<file path="config.mk">
export PLATFORM = sky130hd
export DESIGN_NAME = uart_rx_fifo
export DESIGN_NICKNAME = d
export VERILOG_FILES = /design/src/rtl/uart_rx_fifo.sv
export SDC_FILE = /design/constraint.sdc
export NUM_CORES = 1
export LEC_CHECK = 0
export ABC_AREA = 1
export CELL_PAD_IN_SITES_DETAIL_PLACEMENT = 1
export CELL_PAD_IN_SITES_GLOBAL_PLACEMENT = 1
export CORE_ASPECT_RATIO = 0.7
export CORE_MARGIN = 4
export CORE_UTILIZATION = 30
export CTS_CLUSTER_DIAMETER = 40
export DETAILED_ROUTE_END_ITERATION = 8
export PLACE_DENSITY = 0.53
export SYNTH_ARGS = -nofsm -noshare
export SYNTH_HDL_FRONTEND = slang
export SYNTH_SLANG_ARGS = --single-unit
</file>
<file path="constraint.sdc">
create_clock -name clk -period 2.1 [get_ports clk]
set_input_delay 0.42 -clock clk [delete_from_list [all_inputs] [get_ports clk]]
set_output_delay 0.42 -clock clk [all_outputs]
set_load 0.01 [all_outputs]
</file>
<file path="src/rtl/uart_rx_fifo.sv">
// Receive byte buffer: edge-detected write from uart_rx_control into a FWFT FIFO with overflow flag.
// Define UART_RX_FIFO_STATS_EN to build the saturating drop_count counter; otherwise drop_count is tied to 0.
module uart_rx_fifo #(
    parameter int unsigned FRAME_SIZE = 8,
    parameter int unsigned DEPTH      = 16
) (
    input  logic                    clk,
    input  logic                    rst_n,
    input  logic [FRAME_SIZE-1:0]   rx_data,
    input  logic                    rx_complete,
    output logic [FRAME_SIZE-1:0]   rd_data,
    output logic                    rd_valid,
    input  logic                    rd_ready,
    output logic [$clog2(DEPTH):0]  count,
    output logic                    full,
    output logic                    empty,
    output logic                    overflow,
    input  logic                    overflow_clr,
    output logic [15:0]             drop_count
);

    localparam int unsigned ADDR = $clog2(DEPTH);
    localparam int unsigned CW   = ADDR + 1;

    logic [FRAME_SIZE-1:0] mem [DEPTH];

    logic [ADDR:0]   wr_ptr_q, wr_ptr_d;
    logic [ADDR:0]   rd_ptr_q, rd_ptr_d;
    logic [CW-1:0]   count_q, count_d;
    logic            overflow_q, overflow_d;
    logic            rx_complete_q;

    logic wr_req, rd_fire, wr_accept, drop;

    assign full      = (count_q == CW'(DEPTH));
    assign empty     = (count_q == '0);
    assign rd_valid  = ~empty;
    assign count     = count_q;
    assign overflow  = overflow_q;
    assign rd_data   = mem[rd_ptr_q[ADDR-1:0]];

    assign wr_req    = rx_complete & ~rx_complete_q;
    assign rd_fire   = rd_valid & rd_ready;
    // A read in the same cycle frees the slot the write lands in, so a full FIFO still accepts.
    assign wr_accept = wr_req & (~full | rd_fire);
    assign drop      = wr_req & full & ~rd_fire;

    always_comb begin
        wr_ptr_d   = wr_ptr_q;
        rd_ptr_d   = rd_ptr_q;
        count_d    = count_q;
        overflow_d = overflow_q;
        if (wr_accept) wr_ptr_d = wr_ptr_q + 1'b1;
        if (rd_fire)   rd_ptr_d = rd_ptr_q + 1'b1;
        case ({wr_accept, rd_fire})
            2'b10:   count_d = count_q + 1'b1;
            2'b01:   count_d = count_q - 1'b1;
            default: count_d = count_q;
        endcase
        if (drop)              overflow_d = 1'b1;
        else if (overflow_clr) overflow_d = 1'b0;
    end

    always_ff @(posedge clk or negedge rst_n) begin
        if (!rst_n) begin
            wr_ptr_q      <= '0;
            rd_ptr_q      <= '0;
            count_q       <= '0;
            overflow_q    <= 1'b0;
            rx_complete_q <= 1'b0;
        end else begin
            wr_ptr_q      <= wr_ptr_d;
            rd_ptr_q      <= rd_ptr_d;
            count_q       <= count_d;
            overflow_q    <= overflow_d;
            rx_complete_q <= rx_complete;
        end
    end

    always_ff @(posedge clk) begin
        if (wr_accept) mem[wr_ptr_q[ADDR-1:0]] <= rx_data;
    end

`ifdef UART_RX_FIFO_STATS_EN
    logic [15:0] drop_count_q, drop_count_d;

    always_comb begin
        drop_count_d = drop_count_q;
        if (overflow_clr)                         drop_count_d = drop ? 16'd1 : 16'd0;
        else if (drop && drop_count_q != 16'hFFFF) drop_count_d = drop_count_q + 16'd1;
    end

    always_ff @(posedge clk or negedge rst_n) begin
        if (!rst_n) drop_count_q <= '0;
        else        drop_count_q <= drop_count_d;
    end

    assign drop_count = drop_count_q;
`else
    assign drop_count = '0;
`endif

endmodule

</file>
==> flow_metrics.env, run 1 <==
export IMPL_fin_crit_ns=2.36
export IMPL_p_leak_nw=2.90
export IMPL_syn_avg_cell_area_sq_um=12.2
export IMPL_drtIter0Drc=266
export IMPL_slew_headroom=0.516
export IMPL_portBuffers=29
export IMPL_ys_types=33
export IMPL_cts_root_buf="clkbuf_16"
export IMPL_stdcell_count=881
export IMPL_p_total_mw=10.8
export IMPL_hold_path_class="primary input to async pin"
export IMPL_clock_path_buffers=2
export IMPL_power_density_nw_per_um2=1380
export IMPL_syn_to_final_growth_pct=26.6
export IMPL_vias=4072
export IMPL_start_util=0.309
export IMPL_dr_pass1_iters=4
export IMPL_seqPwrFrac=0.329
export IMPL_grt_ovfl_total=0
export IMPL_post_drt_wl_per_cell_um=18.2
export IMPL_numCtsBuffers=17
export IMPL_core_area_sq_um=20100
export IMPL_grt_pass1_wl_um=25300
export IMPL_cts_sinks=143
export IMPL_cap_violations=0
export IMPL_ys_seq_elements=143
export IMPL_rows=43
export IMPL_p_clk_frac=0.269
export IMPL_comb_power_share=0.401
export IMPL_p_int_mw=6.85
export IMPL_synth_cells=510
export IMPL_ant_nets=0
export IMPL_setup_ws_ns=-0.263
export IMPL_setup_viol=8
export IMPL_final_nets=619
export IMPL_die_area_sq_um=23100
export IMPL_worst_pin_slew_ns=0.724
export IMPL_hold_violations=0
export IMPL_dp_cells=839
export IMPL_via_per_inst=4.62
export IMPL_drc=0
export IMPL_clk_pin_slew_ns=0.07
export IMPL_gp_congestion=0.764
export IMPL_synth_warnings=0
export IMPL_fmax_mhz=423
export IMPL_crit_path_max_fanout=5
export IMPL_routed_wl_um=16100
export IMPL_die_h_um=128
export IMPL_start_kind="flip-flop"
export IMPL_netSwitchingFraction=0.368
export IMPL_design_area_sq_um=7860
export IMPL_end_kind="primary output"
export IMPL_violations="setup timing"
export IMPL_htree_levels=4
export IMPL_holdWs_ns=0.320
export IMPL_grtUsageTotal=0.145
export IMPL_die_w_um=180
export IMPL_slew_viol_final=0
export IMPL_switchingPower_mw=3.99
export IMPL_cts_tree="yes"
export IMPL_outcome="finished with violations"
export IMPL_dpl_cell_area_sq_um=7100
export IMPL_seq_area_frac_synth=0.679
export IMPL_antenna_found_initial=0
export IMPL_crit_type="flip-flop to primary output"
export IMPL_cp_required_ns=1.68
export IMPL_clk_latency_ns=0.42
export IMPL_syn_area_sq_um=6210
export IMPL_ir_drop_v=0.000609
export IMPL_drive_above_1_share=0.248
export IMPL_grt_max_degree=45
export IMPL_period_share=1.13
export IMPL_fin_util=0.392
export IMPL_io_pins=46
export IMPL_worstPathArrival_ns=1.94
export IMPL_fin_worst_skew_ns=0.0102
export IMPL_grt_pass1_vias=4290
export IMPL_rsz0062_at_grt="true"
export IMPL_dp_hpwl_um=10800
critical path: stages, from the launching register on:
cell      delay, ns
dfrtp_2        0.43
clkinv_4       0.11
buf_6          0.15
buf_8          0.14
nor2_4         0.10
nor2_2         0.04
o21ai_1        0.08
o211ai_1       0.10
nand3_1        0.15
nand2_2        0.09
buf_6          0.13
routing by layer:
layer / part of all wire / track usage / up-vias
li1: - / - / 1951
met1: 0.51 / 0.206 / 2052
met2: 0.45 / 0.224 / 59
met3: 0.033 / 0.0359 / 10
met4: 0.0075 / 0.0349 / 0
met5: 0 / 0 / -
layout by cell type (no fill, tap or decap), types with 3 or more instances in the layout:
master	count
buf_4	53
ha_1	8
buf_6	5
clkbuf_16	17
a21oi_1	5
buf_2	6
nor2_2	11
dfrtp_2	6
nor2_1	90
o211ai_1	32
clkinvlp_4	3
dfrtp_1	9
o21ai_0	44
inv_2	3
nor2_4	6
nand3_1	24
conb_1	16
clkinv_4	3
xor2_1	7
inv_6	7
nand2_1	26
dlygate4sd2_1	3
nand2_4	5
o21ai_1	22
inv_1	22
edfxtp_1	128
buf_12	6
clkdlybuf4s50_1	18
nand2_2	5
synth_stat cells:
cell type  number  share of area
nor2_2          2         0.0020
nand3_2         1         0.0016
inv_4           3         0.0030
nand2_1        29          0.018
clkbuf_1        3         0.0018
a21oi_1         7         0.0056
dfrtp_1        15          0.060
nand4_2         2         0.0040
nand3b_1        1         0.0012
nor2_4          2         0.0036
xnor2_1         1         0.0014
o21ai_2         1         0.0014
buf_2          11         0.0089
o21ai_1        18          0.015
edfxtp_1      128           0.62
nand2_2         2         0.0020
nand2_4         5         0.0091
nand3_1        24          0.019
nand3_4         1         0.0028
o211ai_1       32          0.039
fa_1            1         0.0032
nor2_1        103          0.062
ha_1            8          0.016
buf_4          22          0.027
conb_1          1        0.00060
clkinv_1        1        0.00060
o21ai_0        48          0.039
inv_1          22          0.013
inv_2           3         0.0018
o22ai_1         1         0.0010
xor2_1          7         0.0099
clkbuf_2        1        0.00081
buf_6           4         0.0073
logic make-up (layout without fill, tap and decap cells):
| kind of cell | after synthesis | in the layout | synth area share |
|---|---|---|---|
| xor+xnor | 8 | 8 | 0.0113 |
| simple gates | 172 | 172 | 0.126 |
| compound gates | 107 | 107 | 0.0999 |
| other cells | 1 | 17 | 0.000604 |
| flops | 143 | 143 | 0.679 |
| buf+inv | 70 | 155 | 0.0641 |
| fa+ha+maj | 9 | 9 | 0.0193 |
area by class of cell:
cell class	count	area, sq um
multi-input cells	312	1720
fillers	2142	12200
repair buffers	94	886
well taps	270	338
inverters	29	119
flip-flops and latches	143	4230
clock buffers	17	425
clock inverters	15	148
diodes	1	2.50
through the flow:
step / setup TNS, ns / worst slack [ns]
floorplan: 0 / 0.129
global placement: -14.13 / -0.204
detailed placement: -17.39 / -0.331
CTS: -2.04 / -0.279
global route: -2.79 / -0.373
finish: -1.83 / -0.263
sequential cells by signal, summed over array words and instances (netlist names):
signal         cells
mem              128
overflow           1
rd_ptr_q           4
rx_complete_q      1
wr_ptr_q           4
count              5
path summary, 6_finish.rpt:
check                            start            end  slack (ns)  depth (start not counted)
min in group clk           rx_complete  rx_complete_q        0.47                          1
hold reg to reg               overflow       overflow        0.54                          2
setup reg to reg              count[3]       count[4]        0.20                         13
setup / recovery           rd_ptr_q[0]     rd_data[4]       -0.26                         10
max in group asynchronous        rst_n       count[1]        1.57                          2
hold / removal                   rst_n       overflow        0.32                          2
power groups by stage:
stage / Clock, mW / Sequential [mW] / Combinational, mW
after floorplan: 0 / 3.58 / 2.37
after global placement: 0 / 3.62 / 3.97
after detailed placement: 0 / 3.63 / 4.07
after CTS: 3.00 / 3.56 / 4.35
after global routing: 3.15 / 3.60 / 4.84
final: 2.92 / 3.57 / 4.35
what timing repair did:
| action | CTS | global route |
|---|---|---|
| resized for setup | 58 | 20 |
| setup endpoints to repair | 11 | 9 |
| pin swaps | 21 | 13 |
| buffers inserted | 7 | 0 |
| gates cloned | 2 | 0 |
| hold buffers | 0 | 0 |
Power figures use the tool's default switching activity.
==> inputs of run 2 (changes only) <==
- CORE_MARGIN: 4 -> 2
==> flow_metrics.env, run 2 (synthesized netlist as in run 1, its figures left out) <==
export IMPL_outcome="finished with violations"
export IMPL_violations="setup timing"
export IMPL_gp_congestion=0.749
export IMPL_power_density_nw_per_um2=1400
export IMPL_holdWs_ns=0.325
export IMPL_clock_path_buffers=2
export IMPL_die_h_um=124
export IMPL_vias=4080
export IMPL_fin_crit_ns=2.35
export IMPL_fmax_mhz=425
export IMPL_cts_root_buf="clkbuf_16"
export IMPL_io_pins=46
export IMPL_cts_sinks=143
export IMPL_die_area_sq_um=21900
export IMPL_routed_wl_um=16400
export IMPL_nFillCells=2131
export IMPL_end_kind="primary output"
export IMPL_start_util=0.309
export IMPL_fin_worst_skew_ns=0.00717
export IMPL_worstPathArrival_ns=1.93
export IMPL_crit_path_max_fanout=9
export IMPL_via_per_inst=4.60
export IMPL_grt_pass1_wl_um=25600
export IMPL_clk_pin_slew_ns=0.06
export IMPL_portBuffers=29
export IMPL_drtIter0Drc=271
export IMPL_period_share=1.12
export IMPL_hold_path_class="primary input to async pin"
export IMPL_ir_drop_v=0.000675
export IMPL_syn_to_final_growth_pct=28.2
export IMPL_rows=43
export IMPL_final_nets=626
export IMPL_hold_violations=0
export IMPL_antenna_found_initial=0
export IMPL_rsz0062_at_grt="true"
export IMPL_setup_ws_ns=-0.253
export IMPL_grt_ovfl_total=0
export IMPL_dp_hpwl_um=11000
export IMPL_slew_headroom=0.535
export IMPL_slew_viol_final=0
export IMPL_cp_required_ns=1.68
export IMPL_regArea_sq_um=4230
export IMPL_worst_pin_slew_ns=0.695
export IMPL_crit_type="flip-flop to primary output"
export IMPL_htree_levels=4
export IMPL_layout_common_cells="edfxtp_1 (128), nor2_1 (93), buf_4 (58)"
export IMPL_dr_pass1_iters=4
export IMPL_cap_violations=0
export IMPL_grtUsageTotal=0.157
export IMPL_drc=0
export IMPL_largest_reg_flops=128
export IMPL_setup_viol=8
export IMPL_fin_setup_tns_ns=-1.79
export IMPL_drive_above_1_share=0.253
export IMPL_core_area_sq_um=20100
export IMPL_multi_input_area_sq_um=1720
export IMPL_ant_nets=0
export IMPL_die_w_um=176
export IMPL_final_common_cell="edfxtp_1"
export IMPL_p_leak_nw=2.95
export IMPL_start_kind="flip-flop"
export IMPL_grt_pass1_vias=4304
export IMPL_numCtsBuffers=17
export IMPL_grt_max_degree=28
export IMPL_post_drt_wl_per_cell_um=18.4
export IMPL_cts_tree="yes"
export IMPL_clk_latency_ns=0.42
export IMPL_antenna_cells=0
run 2: cell count changes in the layout (fill, tap and decap cells not counted), sizes merged:
cell,change
diode,-1
clkbuf,+2
bufbuf,-1
buf,+6
bufinv,+2
clkinvlp,+1
inv,-3
run 2: path summary, 6_finish.rpt:
| check | startpoint | endpoint | slack [ns] | cells past startpoint |
|---|---|---|---|---|
| max | rd_ptr_q[0] | rd_data[4] | -0.25 | 7 |
| min | rst_n | rd_ptr_q[1] | 0.33 | 2 |
| max reg2reg | count[3] | count[4] | 0.20 | 12 |
| min reg2reg | wr_ptr_q[3] | wr_ptr_q[3] | 0.54 | 1 |
| max in group asynchronous | rst_n | rd_ptr_q[0] | 1.57 | 2 |
| min in group clk | rx_complete | rx_complete_q | 0.48 | 1 |
run 2: what timing repair did:
| action | CTS | global route |
|---|---|---|
| hold buffers | 0 | 0 |
| gates cloned | 2 | 2 |
| setup buffers | 8 | 4 |
| gates resized for setup | 57 | 29 |
| pin swaps | 22 | 11 |
| endpoints found under the setup margin | 11 | 9 |
run 2: power by group:
part | leakage [nW] | switching [mW] | internal [mW]
Combinational | 1.33 | 2.57 | 1.89
Clock | 0.288 | 1.22 | 1.88
Sequential | 1.33 | 0.204 | 3.37
Total | 2.95 | 4.00 | 7.14
run 2: layout make-up:
class,instances,share of cell area
sequential,143,0.531
multi-input combinational,312,0.216
clock inverter,15,0.0233
timing repair buffer,101,0.119
inverter,29,0.0152
tap,270,0.0424
clock buffer,17,0.0534
run 2: worst max-delay path, cell delays in order (launching register included):
cell and delay (ns):
dfrtp_2 0.49, buf_4 0.17, buf_8 0.14, o21ai_0 0.09
o211ai_1 0.23, nand3_2 0.16, nand2_2 0.10, buf_2 0.13
run 2: per-layer routing:
metal  track usage  routed length (um)  vias up
met2         0.240                7590       69
li1              -                   -     1964
met3        0.0382                 753        6
met5             0                   0        -
met4        0.0438                  91        0
met1         0.223                7920     2041
run 2: through the flow:
step | cell area [sq um] | total power, mW | std cells | setup slack [ns] | util
2_1_floorplan | 6270 | 5.95 | 525 | 0.129 | -
3_3_place_gp | 7150 | 7.69 | 844 | -0.250 | 0.356
3_5_place_dp | 7150 | 7.79 | 844 | -0.332 | 0.356
4_1_cts | 7920 | 11.2 | 886 | -0.266 | 0.395
5_1_grt | 7960 | 11.8 | 887 | -0.368 | 0.397
6_report | 7960 | 11.1 | 887 | -0.253 | 0.397
